[src/rtl/mem_port_arbiter.sv]
`default_nettype none
// ============================================================================
// Module      : mem_port_arbiter
// Description : Shares one external memory port between the I-cache refill
//               path and the D-cache refill/write-back path. Round-robin
//               arbitration in IDLE, one burst command per grant, beat
//               counting, and routing of read beats back to the winner.
// Ports       : clk, rst            - clock, async active-high reset
//               i_req/i_addr        - I-cache burst read request
//               i_rdata/i_rvalid    - read beats to I-cache
//               i_done              - I burst complete pulse
//               d_req/d_we/d_addr   - D-cache burst request (read or write)
//               d_wdata/d_wnext     - write-back beat and consume strobe
//               d_rdata/d_rvalid    - read beats to D-cache
//               d_done              - D burst complete pulse
//               mem_cmd_*           - burst command handshake
//               mem_wdata/wvalid/wready - write beat handshake
//               mem_rdata/rvalid    - read beats (no backpressure)
// Revision    : 1.0 - initial release
// ============================================================================
module mem_port_arbiter #(
    parameter int ADDR_WIDTH = 16,
    parameter int DATA_WIDTH = 32,
    parameter int LINE_WORDS = 4
) (
    input  logic                  clk,
    input  logic                  rst,
    // I-cache side
    input  logic                  i_req,
    input  logic [ADDR_WIDTH-1:0] i_addr,
    output logic [DATA_WIDTH-1:0] i_rdata,
    output logic                  i_rvalid,
    output logic                  i_done,
    // D-cache side
    input  logic                  d_req,
    input  logic                  d_we,
    input  logic [ADDR_WIDTH-1:0] d_addr,
    input  logic [DATA_WIDTH-1:0] d_wdata,
    output logic                  d_wnext,
    output logic [DATA_WIDTH-1:0] d_rdata,
    output logic                  d_rvalid,
    output logic                  d_done,
    // Memory side
    output logic                  mem_cmd_valid,
    input  logic                  mem_cmd_ready,
    output logic                  mem_cmd_we,
    output logic [ADDR_WIDTH-1:0] mem_cmd_addr,
    output logic [DATA_WIDTH-1:0] mem_wdata,
    output logic                  mem_wvalid,
    input  logic                  mem_wready,
    input  logic [DATA_WIDTH-1:0] mem_rdata,
    input  logic                  mem_rvalid
);

    localparam int                CNT_W     = (LINE_WORDS > 1) ? $clog2(LINE_WORDS) : 1;
    localparam logic [CNT_W-1:0]  LAST_BEAT = CNT_W'(LINE_WORDS - 1);
    localparam logic [CNT_W-1:0]  CNT_ONE   = CNT_W'(1);

    typedef enum logic [2:0] {
        ST_IDLE  = 3'd0,
        ST_CMD   = 3'd1,
        ST_WRITE = 3'd2,
        ST_READ  = 3'd3,
        ST_DONE  = 3'd4
    } state_t;

    typedef enum logic [1:0] {
        GNT_NONE = 2'd0,
        GNT_I    = 2'd1,
        GNT_D    = 2'd2
    } grant_t;

    state_t                  state_q,  state_d;
    grant_t                  grant_q,  grant_d;
    logic                    last_d_q, last_d_d;   // 1: D won the previous arbitration
    logic [ADDR_WIDTH-1:0]   addr_q,   addr_d;
    logic                    we_q,     we_d;
    logic [CNT_W-1:0]        cnt_q,    cnt_d;

    // D wins when it is the only requester, or when both request and I
    // was served last.
    logic w_pick_d;
    assign w_pick_d = d_req && (!i_req || !last_d_q);

    always_ff @(posedge clk or posedge rst) begin
        if (rst) begin
            state_q  <= ST_IDLE;
            grant_q  <= GNT_NONE;
            last_d_q <= 1'b0;
            addr_q   <= '0;
            we_q     <= 1'b0;
            cnt_q    <= '0;
        end else begin
            state_q  <= state_d;
            grant_q  <= grant_d;
            last_d_q <= last_d_d;
            addr_q   <= addr_d;
            we_q     <= we_d;
            cnt_q    <= cnt_d;
        end
    end

    always_comb begin
        state_d       = state_q;
        grant_d       = grant_q;
        last_d_d      = last_d_q;
        addr_d        = addr_q;
        we_d          = we_q;
        cnt_d         = cnt_q;

        i_rdata       = '0;
        i_rvalid      = 1'b0;
        i_done        = 1'b0;
        d_wnext       = 1'b0;
        d_rdata       = '0;
        d_rvalid      = 1'b0;
        d_done        = 1'b0;
        mem_cmd_valid = 1'b0;
        mem_cmd_we    = 1'b0;
        mem_cmd_addr  = '0;
        mem_wdata     = '0;
        mem_wvalid    = 1'b0;

        case (state_q)
            ST_IDLE: begin
                if (i_req || d_req) begin
                    // Address and direction are captured here so the
                    // requester may change them freely once granted.
                    grant_d  = w_pick_d ? GNT_D : GNT_I;
                    last_d_d = w_pick_d;
                    addr_d   = w_pick_d ? d_addr : i_addr;
                    we_d     = w_pick_d && d_we;
                    state_d  = ST_CMD;
                end
            end

            ST_CMD: begin
                mem_cmd_valid = 1'b1;
                mem_cmd_addr  = addr_q;
                mem_cmd_we    = we_q;
                if (mem_cmd_ready) begin
                    cnt_d   = '0;
                    state_d = we_q ? ST_WRITE : ST_READ;
                end
            end

            ST_WRITE: begin
                mem_wvalid = 1'b1;
                mem_wdata  = d_wdata;
                if (mem_wready) begin
                    d_wnext = 1'b1;
                    cnt_d   = cnt_q + CNT_ONE;
                    if (cnt_q == LAST_BEAT) begin
                        state_d = ST_DONE;
                    end
                end
            end

            ST_READ: begin
                if (mem_rvalid) begin
                    if (grant_q == GNT_D) begin
                        d_rvalid = 1'b1;
                        d_rdata  = mem_rdata;
                    end else begin
                        i_rvalid = 1'b1;
                        i_rdata  = mem_rdata;
                    end
                    cnt_d = cnt_q + CNT_ONE;
                    if (cnt_q == LAST_BEAT) begin
                        state_d = ST_DONE;
                    end
                end
            end

            ST_DONE: begin
                i_done  = (grant_q == GNT_I);
                d_done  = (grant_q == GNT_D);
                grant_d = GNT_NONE;
                state_d = ST_IDLE;
            end

            default: begin
                grant_d = GNT_NONE;
                state_d = ST_IDLE;
            end
        endcase
    end

endmodule
`default_nettype wire
[config.mk]
export PLATFORM = sky130hd
export DESIGN_NAME = mem_port_arbiter
export DESIGN_NICKNAME = d
export VERILOG_FILES = /design/src/rtl/mem_port_arbiter.sv
export SDC_FILE = /design/constraint.sdc
export NUM_CORES = 1
export LEC_CHECK = 0
export ABC_AREA = 1
export BUFFER_PORTS_ARGS = -buffer_cell sky130_fd_sc_hd__buf_2
export CAP_MARGIN = 25
export CORE_AREA = 2 2 86 88
export DETAILED_ROUTE_END_ITERATION = 12
export DIE_AREA = 0 0 88 90
export GPL_ROUTABILITY_DRIVEN = 0
export PLACE_DENSITY = 0.79
export SYNTH_ARGS = -nofsm -noshare
export SYNTH_HDL_FRONTEND = slang
export SYNTH_SLANG_ARGS = --single-unit
[constraint.sdc]
create_clock -name clk -period 1.6 [get_ports clk]
set_input_delay 0.32 -clock clk [delete_from_list [all_inputs] [get_ports clk]]
set_output_delay 0.32 -clock clk [all_outputs]
set_load 0.03 [all_outputs]
==> results.md <==
- Number of global-route vias before repair: 3039
- Total gr overflow: 0
- Setup CP Type: flop to output pin
- Met3 wire len: 685 um
- Status: finished, violations left
- Layout Area Growth over Synthesis: 127%
- Met2 wire len: 6030 um
- Final Routed Wirelength: 10900 um
- Actual slew at the worst max-slew pin: 336 ps
- Die Wd: 88 um
- Die height: 90 um
- Combinational Power Share: 77.7%
- Post-route ant nets: 0
- MaxCap Viol Count: 0
- Min-Delay Path Class: input port to async pin
- Starting Density: 30.7%
- Vias/cell: 4.53
- Critical path data required time: 1280 ps
- Die ar.: 7920 sq um
- I/O pin total: 224
- Worst skew pair latency: 270 ps
- P_sw: 3.24 mW
- Clock Skews: 4.87 ps
- Core area: 7020 sq um
- Syn Area/Cell: 6.03 sq um
- Port bufs: 223
- RSZ-0062 raised after global routing: yes
- Final worst path period need: 1880 ps
- WL per Instance: 15.6 um
- Worst Path Max Fanout: 16
- Clock sink count: 25
- FF+latch area: 627 sq um
- Final setup viols: 118
- Largest net degree at the start of global routing: 34
- R2R Path Start: state_q[0]
- Remaining DRCs: 0
- Initial drt markers: 137
- Reg power frac: 16.6%
- Most common cell in the synthesized netlist: nor2_1
- Final Hold Fails: 0
- Via count: 3177
- Top_reg_cell synth: dfrtp_1
- Row Count: 31
- Worst setup path start: state_q[0]
- Post-Syn Nets: 462
- All-Layer GR Usage: 22.9%
- Final Total Pwr: 6.47 mW
- Unique cell type count in the Yosys netlist: 20
- HPWL Detailed: 6230 um
- Clock transition at path regs: 90 ps
- Peak Freq: 0.533 GHz
- Post-synth EDFFs: 0
- Multi-input gate area: 1530 sq um
- Seq cells post-synth: 25
- Sw Share: 50.1%
- Layout fillers: 523
- Top cell type by total area after synthesis: dfrtp_1
- Synth Instances: 357
- Top post-synthesis cells by area: dfrtp_1 (29%), nor2_1 (21%), inv_1 (17%)
- Antenna violations before repair: 1
- Failing checks: setup timing
- Share of layout cells above drive strength 1: 60.1%
- Final period util: 117%
- First-pass GRT wire length: 14400 um
- Max IR drop VDD: 1.08 mV
- Max Transition Viols Final: 0
- Slew HR: 77.6%
- Final net count: 707
- Clock power frac: 5.7%
- Critical Path AT: 1560 ps
- Crit. End Element: output pin
- Htree depth: 1
- Post-Syn Area: 2150 sq um
- PwrDens: 1320 nW/um^2
- Yosys warnings: 0
- Int Pwr: 3.23 mW
- Hold slack final: 94.7 ps
- CTS buffer count: 3
- CP startpoint kind: flop
- Clock Path Buffers: 2
- CTS tree: built
- Fraction of registers with async set/reset: 100%
- Clock root cell: clkbuf_8
- DR pass1 iterations: 4
- Worst setup slack after layout: -276 ps
- Leakage: 2.66 nW
- Top Metal Used: met4
- Top cell type's share of synthesized area: 29.1%
- Sequential share of the synthesized area: 29.1%
- Post-synth top cells: nor2_1 (121), inv_1 (96), nand2_1 (51), dfrtp_1 (25), o211ai_1 (16)
- Routed length on met1: 3690 um
==> routing by layer <==
metal	global-route usage, %	vias up
li1	-	1510
met1	23.1	1480
met2	41.9	149
met3	4.96	38
met4	13.2	0
met5	0	-
==> through the flow <==
step | setup TNS (ps) | std cells | utilization [%] | setup slack (ps) | cell area (sq um)
2_1_floorplan | -10280 | 357 | - | -135 | 2410
3_3_place_gp | 0 | 684 | 53.1 | 55.8 | 3730
3_5_place_dp | 0 | 684 | 53.1 | 36.0 | 3730
4_1_cts | -22540 | 690 | 62.7 | -230 | 4400
5_1_grt | -36740 | 701 | 69.7 | -400 | 4890
6_report | -24420 | 701 | 69.7 | -276 | 4890
==> final timing paths <==
check | depth (start not counted) | endpoint | slack, ps
setup / recovery | 6 | d_rdata[0] | -280
hold / removal | 3 | state_q[2] | 90
setup reg to reg | 9 | addr_q[7] | 0
hold reg to reg | 2 | last_d_q | 480
max in group asynchronous | 3 | state_q[2] | 1240
min in group clk | 3 | addr_q[2] | 270
==> power groups by stage <==
stage | clock network (mW) | registers, mW | logic, mW
floorplan | 0 | 1.07 | 2.51
global placement | 0 | 1.06 | 3.50
detailed placement | 0 | 1.08 | 3.56
CTS | 0.391 | 1.07 | 4.16
global route | 0.409 | 1.10 | 5.34
finish | 0.371 | 1.07 | 5.02
==> cells by family after synthesis <==
kind of cell,after synthesis,synth area share [%]
fa+ha+maj,1,0.581
flops,25,29.1
compound gates,24,7.73
buf+inv,114,24.1
simple gates,193,38.5
==> repair_timing <==
action / CTS / global route
endpoints found under the setup margin: 119 / 139
buffers inserted: 2 / 6
gates cloned: 0 / 6
gates resized for setup: 206 / 89
pin swaps: 3 / 6
hold endpoints to repair: 0 / 0
hold buffers: 0 / 0
==> flip-flops by register name, indices dropped and copies added (netlist names) <==
signal	cells
addr_q	16
cnt_q	2
grant_q	2
last_d_q	1
state_q	3
we_q	1
==> critical path, stage by stage (launching register included) <==
cell	delay [ps]
dfrtp_1	400
nand2_2	80
nor2_4	190
nand3_4	120
clkbuf_16	200
nor2_1	120
buf_4	180
==> cell usage in the layout (no fill, tap or decap), drive strengths merged <==
cell | Yosys | routed
diode | 0 | 1
buf | 13 | 248
o21bai | 2 | 2
dfrtp | 25 | 25
nand4 | 1 | 1
nand2 | 53 | 53
o211ai | 16 | 16
clkbuf | 0 | 9
ha | 1 | 1
nor2 | 127 | 127
inv | 101 | 101
o21ai | 5 | 5
o22ai | 1 | 1
nand3 | 10 | 10
nor3 | 2 | 2
==> cell type report <==
cell class                      instances  area share [%]
Timing Repair Buffer                  253            44.4
Multi-Input combinational cell        218            31.3
Sequential cell                        25            12.8
Inverter                              101            7.95
Tap cell                               99            2.53
Clock buffer                            4           0.921
Antenna cell                            1          0.0512
Note: power is estimated with default switching activity, not from simulation.
